[src/rtl/multicycle_ctrl.sv]
// Multi-cycle RV64I control FSM: sequences fetch/decode/execute/memory/writeback,
// drives datapath enables and mux selects, and owns the memory handshake with timeout.
module multicycle_ctrl #(
  parameter int unsigned MEM_TIMEOUT = 16,
  parameter int unsigned CNT_W       = 32
) (
  input  logic             clk,
  input  logic             reset_n,
  input  logic [6:0]       opcode,
  input  logic [2:0]       funct3,
  input  logic [6:0]       funct7,
  input  logic             zero,
  input  logic             mem_ready,
  output logic             mem_req,
  output logic             mem_we,
  output logic             ir_write,
  output logic             pc_write,
  output logic             pc_src,
  output logic             alu_src,
  output logic [1:0]       alu_op,
  output logic             mem_to_reg,
  output logic             reg_write,
  output logic             err,
  output logic [CNT_W-1:0] retired_cnt
);

  localparam int unsigned WAIT_W = $clog2(MEM_TIMEOUT + 1);

  localparam logic [6:0] OP_R      = 7'b0110011;
  localparam logic [6:0] OP_I      = 7'b0010011;
  localparam logic [6:0] OP_LOAD   = 7'b0000011;
  localparam logic [6:0] OP_STORE  = 7'b0100011;
  localparam logic [6:0] OP_BRANCH = 7'b1100011;

  typedef enum logic [2:0] {
    S_IDLE, S_FETCH, S_DECODE, S_EXEC, S_ADDR, S_MEM, S_WB, S_BRANCH
  } state_t;

  state_t             state;
  state_t             state_next;
  logic [WAIT_W-1:0]  wait_cnt;
  logic               load_q;
  logic               err_c;
  logic               retire_c;
  logic               timed_out;
  logic               taken;

  // funct7 is consumed by ALU control, not by the sequencer
  logic unused_funct7;
  assign unused_funct7 = ^funct7;

  assign timed_out = (wait_cnt == WAIT_W'(MEM_TIMEOUT));

  always_ff @(posedge clk or negedge reset_n) begin
    if (!reset_n) begin
      state       <= S_IDLE;
      wait_cnt    <= '0;
      load_q      <= 1'b0;
      err         <= 1'b0;
      retired_cnt <= '0;
    end else begin
      state <= state_next;
      err   <= err_c;
      if (retire_c)
        retired_cnt <= retired_cnt + CNT_W'(1);
      if (state == S_DECODE)
        load_q <= (opcode == OP_LOAD);
      // Counter restarts on every state change and after an abort back into FETCH
      if (state_next != state || err_c)
        wait_cnt <= '0;
      else if (mem_req && !mem_ready)
        wait_cnt <= wait_cnt + WAIT_W'(1);
    end
  end

  always_comb begin
    state_next = state;
    mem_req    = 1'b0;
    mem_we     = 1'b0;
    ir_write   = 1'b0;
    pc_write   = 1'b0;
    pc_src     = 1'b0;
    alu_src    = 1'b0;
    alu_op     = 2'b00;
    mem_to_reg = 1'b0;
    reg_write  = 1'b0;
    err_c      = 1'b0;
    retire_c   = 1'b0;
    taken      = 1'b0;
    case (state)
      S_IDLE: state_next = S_FETCH;
      S_FETCH: begin
        if (timed_out) begin
          err_c      = 1'b1;
          state_next = S_FETCH;
        end else begin
          mem_req = 1'b1;
          if (mem_ready) begin
            ir_write   = 1'b1;
            pc_write   = 1'b1;
            state_next = S_DECODE;
          end
        end
      end
      S_DECODE: begin
        case (opcode)
          OP_R, OP_I:        state_next = S_EXEC;
          OP_LOAD, OP_STORE: state_next = S_ADDR;
          OP_BRANCH:         state_next = S_BRANCH;
          default: begin
            err_c      = 1'b1;
            state_next = S_FETCH;
          end
        endcase
      end
      S_EXEC: begin
        alu_op     = 2'b10;
        alu_src    = (opcode == OP_I);
        state_next = S_WB;
      end
      S_ADDR: begin
        alu_src    = 1'b1;
        state_next = S_MEM;
      end
      S_MEM: begin
        if (timed_out) begin
          err_c      = 1'b1;
          state_next = S_FETCH;
        end else begin
          mem_req = 1'b1;
          mem_we  = !load_q;
          alu_src = 1'b1;
          if (mem_ready) begin
            if (load_q) begin
              state_next = S_WB;
            end else begin
              retire_c   = 1'b1;
              state_next = S_FETCH;
            end
          end
        end
      end
      S_WB: begin
        reg_write  = 1'b1;
        mem_to_reg = load_q;
        retire_c   = 1'b1;
        state_next = S_FETCH;
      end
      S_BRANCH: begin
        alu_op     = 2'b01;
        state_next = S_FETCH;
        case (funct3)
          3'b000: begin taken = zero;  retire_c = 1'b1; end
          3'b001: begin taken = !zero; retire_c = 1'b1; end
          default: err_c = 1'b1;
        endcase
        pc_write = taken;
        pc_src   = taken;
      end
      default: state_next = S_IDLE;
    endcase
  end

endmodule
[config.mk]
export PLATFORM = sky130hd
export DESIGN_NAME = multicycle_ctrl
export DESIGN_NICKNAME = d
export VERILOG_FILES = /design/src/rtl/multicycle_ctrl.sv
export SDC_FILE = /design/constraint.sdc
export NUM_CORES = 1
export LEC_CHECK = 0
export ABC_AREA = 1
export BUFFER_PORTS_ARGS = -buffer_cell sky130_fd_sc_hd__buf_2
export CORE_UTILIZATION = 35
export CTS_BUF_LIST = sky130_fd_sc_hd__clkbuf_4 sky130_fd_sc_hd__clkbuf_8
export CTS_CLUSTER_DIAMETER = 40
export DETAILED_ROUTE_END_ITERATION = 6
export SYNTH_ARGS = -nofsm -noshare
export SYNTH_HDL_FRONTEND = slang
export SYNTH_SLANG_ARGS = --single-unit
[constraint.sdc]
create_clock -name clk -period 2.2 [get_ports clk]
set_input_delay 0.44 -clock clk [delete_from_list [all_inputs] [get_ports clk]]
set_output_delay 0.44 -clock clk [all_outputs]
set_load 0.05 [all_outputs]
Word level (Yosys, flattened, before mapping) --
Cells that the tools add are included.
Storage, ports and cells: register bits after elaboration 42, output and inout bits 43, input port bits 21
Operators by class: eq/ne operators 15, mux-type cells 32, reduce and logical (&&, ||, !) cells 14, $add $sub $neg 2
Operators by type and width (number):
- 32-bit by 1-bit adder with 32-bit output (second input constant) | 1
- 3-bit case mux with 6 select lines | 1
- 1-bit 2-to-1 mux | 17
- 3-bit 2-to-1 mux | 5
- 7-bit by 6-bit equality test with 1-bit output (second input constant) | 2
- 3-bit equality test (second input constant) | 4
- 5-bit 2-to-1 mux | 2
- 1-bit case mux with 3 select lines | 3
- 3-bit case mux with 3 select lines | 1
- 2-bit OR reduction | 4
- 7-bit by 2-bit equality test with 1-bit output (second input constant) | 1
- 7-bit by 5-bit equality test with 1-bit output (second input constant) | 1
- 7-bit equality test (second input constant) | 1
- 3-bit by 1-bit equality test with 1-bit output (second input constant) | 2
- 3-bit by 2-bit equality test with 1-bit output (second input constant) | 2
- 3-bit zero test | 2
- 5-bit by 1-bit adder with 5-bit output (second input constant) | 1
- 5-bit equality test (second input constant) | 1
- 5-bit OR reduction | 1
- 1-bit case mux with 2 select lines | 2
- 2-bit case mux with 2 select lines | 1
- 1-bit zero test | 3
- 3-bit inequality test | 1
- 3-bit OR reduction | 1
- 3 further kinds | 3

Depth between registers and ports, before layout --
depth in word-level cells 7, gate-level depth with buffers 10, gate-level depth less buffers 10

Worst setup path after synthesis --
Ideal clock, no wire load.
path kind reg-to-output, from register state[0], to output alu_src, arrival time 2.998 ns, setup slack -1.238 ns, data required time 1.760 ns, cell stages (with the launch flop) 5, cells stage by stage dfrtp_1 > inv_2 > nor3_1 > nand4_1 > o21ai_0
On the way: cells in the longest elaborated chain, start to end 2, elaborated cells between the ends (all ways) 4, those cells by class eq/ne: 3; mux: 1
Ends and longest elaborated chain:
- start, declared | line 39 | state_t state;
- start signal, assigned | line 62 | state <= state_next;
- 3-bit equality test / 3-bit by 2-bit equality test with 1-bit output (equally long branches) | line 90 | case (state)
- 1-bit case mux with 3 select lines (*) | line 90
- end, declared | line 19 | output logic alu_src,
Every way passes the cells marked *; elsewhere a longest branch is shown, timed or not.

Final worst setup path --
from register wait_cnt[0], to output alu_src
On the way: cells in the longest elaborated chain, start to end 3
Ends and longest elaborated chain:
- start, declared | line 41 | logic [WAIT_W-1:0] wait_cnt;
- start signal, assigned | line 72 | wait_cnt <= wait_cnt + WAIT_W'(1);
- 5-bit equality test | line 52 | assign timed_out = (wait_cnt == WAIT_W'(MEM_TIMEOUT));
- 1-bit 2-to-1 mux | line 126 | if (timed_out) begin
- 1-bit case mux with 3 select lines | line 90
No other way between the ends.

==> results by group <==
Clock tree
  – Clk Tree Root Cell: clkbuf_8
  – # clock sinks: 42
  – H-tree depth: 2
  – Clk slew on worst S/H paths: 80 ps
  – Skew-Pair Late Insertion Delay: 290 ps
  – Num CTS Buffers: 5
  – CTS tree: built
  – Clk buf depth: 2

Global route
  – First-pass GRT wire length: 11800 um
  – Vias in the first global route: 2623
  – Initial antenna violation count: 0
  – Total grt overflow: 0
  – Largest net degree at the start of global routing: 43
  – GRT Total Usage: 0.175

Worst hold path
  – Worst hold-check path type: input pin to async pin

Power and ir drop
  – Pleak: 1.67 nW
  – Net Sw Frac: 0.475
  – Clk pwr share: 0.191
  – Switch Pwr: 1.25 mW
  – Internal power: around 1.4 mW
  – Flop pwr share: 0.378
  – VDD IR-drop max: around 0.67 mV
  – Comb pwr share: 0.431
  – Pwr per Cell Area: 804 nW/um^2

Finish
  – Synth-to-layout area growth: 17.1%
  – Total Nets Final: 518
  – Fin cells: 596
  – Fraction of layout cells with a size suffix above 1: 0.182
  – Commonest cells after routing, fill and taps aside: 190 x nand2_1, 67 x nor2_1, 56 x buf_2, 42 x dfrtp_1, 40 x inv_1
  – Leading cell type in the layout, fill and taps excluded: nand2_1
  – # diodes: 0

Floorplanning
  – Core Area: around 7700 um^2
  – IO Pins: 64
  – Starting Density: 0.362
  – Die height: 91.4 um
  – Die area: 8360 um^2
  – Die W: 91.4 um
  – FP Rows: 32

Setup path
  – Worst Path Required: approximately 1800 ps
  – Setup crit end kind: primary output
  – WS Path Type: register to primary output
  – CP Launch Type: register
  – Crit path DAT: 1630 ps
  – Critical path peak fanout: 5

Synth
  – Mapped Nets: 458
  – Post-synth EDFFs: 0
  – Cell count after synthesis: 434
  – Syn avg cell area: approximately 6.4 um^2
  – Post-synth design cell area: 2800 um^2
  – Synth warn: 0
  – Post-synthesis register bit count: 42
  – Yosys cell types: 27
  – Main flop type after synthesis: dfrtp_1
  – Seq/Total Area, Yosys: 0.376
  – Fraction of registers with async set/reset: 1.00

Placement
  – Hpwl dp: ~5300 um
  – DP Cell Count: 589
  – RePlAce Congestion: slightly above 0.9
  – Port bufs: 56

Detailed routing
  – Vias: 2791
  – Vias per cell: 4.68
  – DRC violations left: 0
  – TritonRoute pass-1 iters: 5
  – ANT nets after route: 0
  – DRT iter0 DRCs: approximately 140
  – Final wirelength: 6920 um
  – Drt wl/cell: between 10 and 15 um

Run
  – Maximum capacitance violations: 0

STA
  – Final Critical Period: 2070 ps
  – Unrepaired setup endpoints after global routing: false
  – Fin. max-slew vios: 0
  – Final hold violation count: 0
  – Crit share post-route: 0.940
  – Max Fclk: a little under 0.5 GHz
  – Worst slew pin tran: 554 ps
  – Skew final: approximately 7.7 ps
  – Sum Neg Setup Slack: 0 ps
  – Setup Viol. Count Final: 0
  – Rel. slew slack: 0.631

Status
  – Status: finished, final reports clean
[Yosys cell counts, types with 2 or more instances]
library cell / number / area share
nand2_1: 190 / 0.25
nor2_1: 68 / 0.091
dfrtp_1: 42 / 0.38
inv_1: 40 / 0.054
nand3_1: 23 / 0.041
o21ai_0: 16 / 0.029
xor2_1: 11 / 0.034
nor2_2: 7 / 0.016
nor3_1: 4 / 0.0072
xnor2_1: 4 / 0.013
buf_6: 3 / 0.012
ha_1: 3 / 0.013
nand2_2: 3 / 0.0067
or2_2: 3 / 0.0067
a21oi_1: 2 / 0.0036
a31oi_1: 2 / 0.0045
buf_4: 2 / 0.0054
nor2_4: 2 / 0.0080
[logic make-up after synthesis]
group	share of synthesized area
simple gates	0.447
buf+inv	0.0746
flops	0.376
compound gates	0.0425
xor+xnor	0.0469
fa+ha+maj	0.0134
[timing repair]
action | in CTS | in global routing
setup endpoints to repair | 0 | 1
hold buffers | 0 | 0
resized for setup | 0 | 1
setup buffers | 0 | 0
endpoints found under the hold margin | 0 | 0
[state kept, by name, summed over array words and instances (netlist names)]
name	flops
load_q	1
retired_cnt	32
err	1
state	3
wait_cnt	5
[worst paths after layout]
check,start,endpoint,slack [ps],cells after the start
setup / recovery,wait_cnt[0]$_DFFE_PN0P_,alu_src,130,8
max in group asynchronous,reset_n,retired_cnt[24]$_DFFE_PN0P_,1600,2
hold reg to reg,wait_cnt[0]$_DFFE_PN0P_,wait_cnt[0]$_DFFE_PN0P_,490,1
hold / removal,reset_n,retired_cnt[17]$_DFFE_PN0P_,210,2
min in group clk,opcode[5],load_q$_DFFE_PN0P_,440,4
setup reg to reg,retired_cnt[0]$_DFFE_PN0P_,retired_cnt[30]$_DFFE_PN0P_,480,10
[per-stage QoR]
step	total power [mW]	hold slack (ps)	worst slack (ps)	cell area [um^2]	utilization
after floorplan	1.92	144	-153	2810	-
after global placement	2.15	476	377	3190	0.413
after detailed placement	2.16	480	379	3190	0.413
after CTS	2.67	237	54.3	3270	0.423
after global routing	2.81	281	13.2	3280	0.424
final	2.64	211	133	3280	0.424
[worst max-delay path: stages, from the launching register on]
cell	delay, ps
dfrtp_1	410
inv_1	70
ha_1	180
nand3_2	130
nand2_1	110
inv_1	50
nor2_1	120
o21ai_2	60
buf_2	210
[cell type report]
class	count	area (um^2)
repair buffers	58	295
flip-flops and latches	42	1050
inverters	42	160
clock buffers	7	83.8
well taps	102	128
fillers	804	4450
multi-input cells	345	1560
[power groups by stage]
stage | Clock, mW | Sequential, mW | Combinational, mW
detailed placement | 0 | 1.01 | 1.15
floorplan | 0 | 1.20 | 0.722
global route | 0.556 | 1.02 | 1.24
global placement | 0 | 1.01 | 1.13
finish | 0.503 | 0.997 | 1.13
CTS | 0.522 | 1.00 | 1.14
[per-layer routing]
metal | track usage | routed length (um)
met2 | 0.298 | 3250
met1 | 0.224 | 3210
met4 | 0.0423 | 80
met3 | 0.0402 | 387
met5 | 0 | 0
Note: power is estimated with default switching activity, not from simulation.
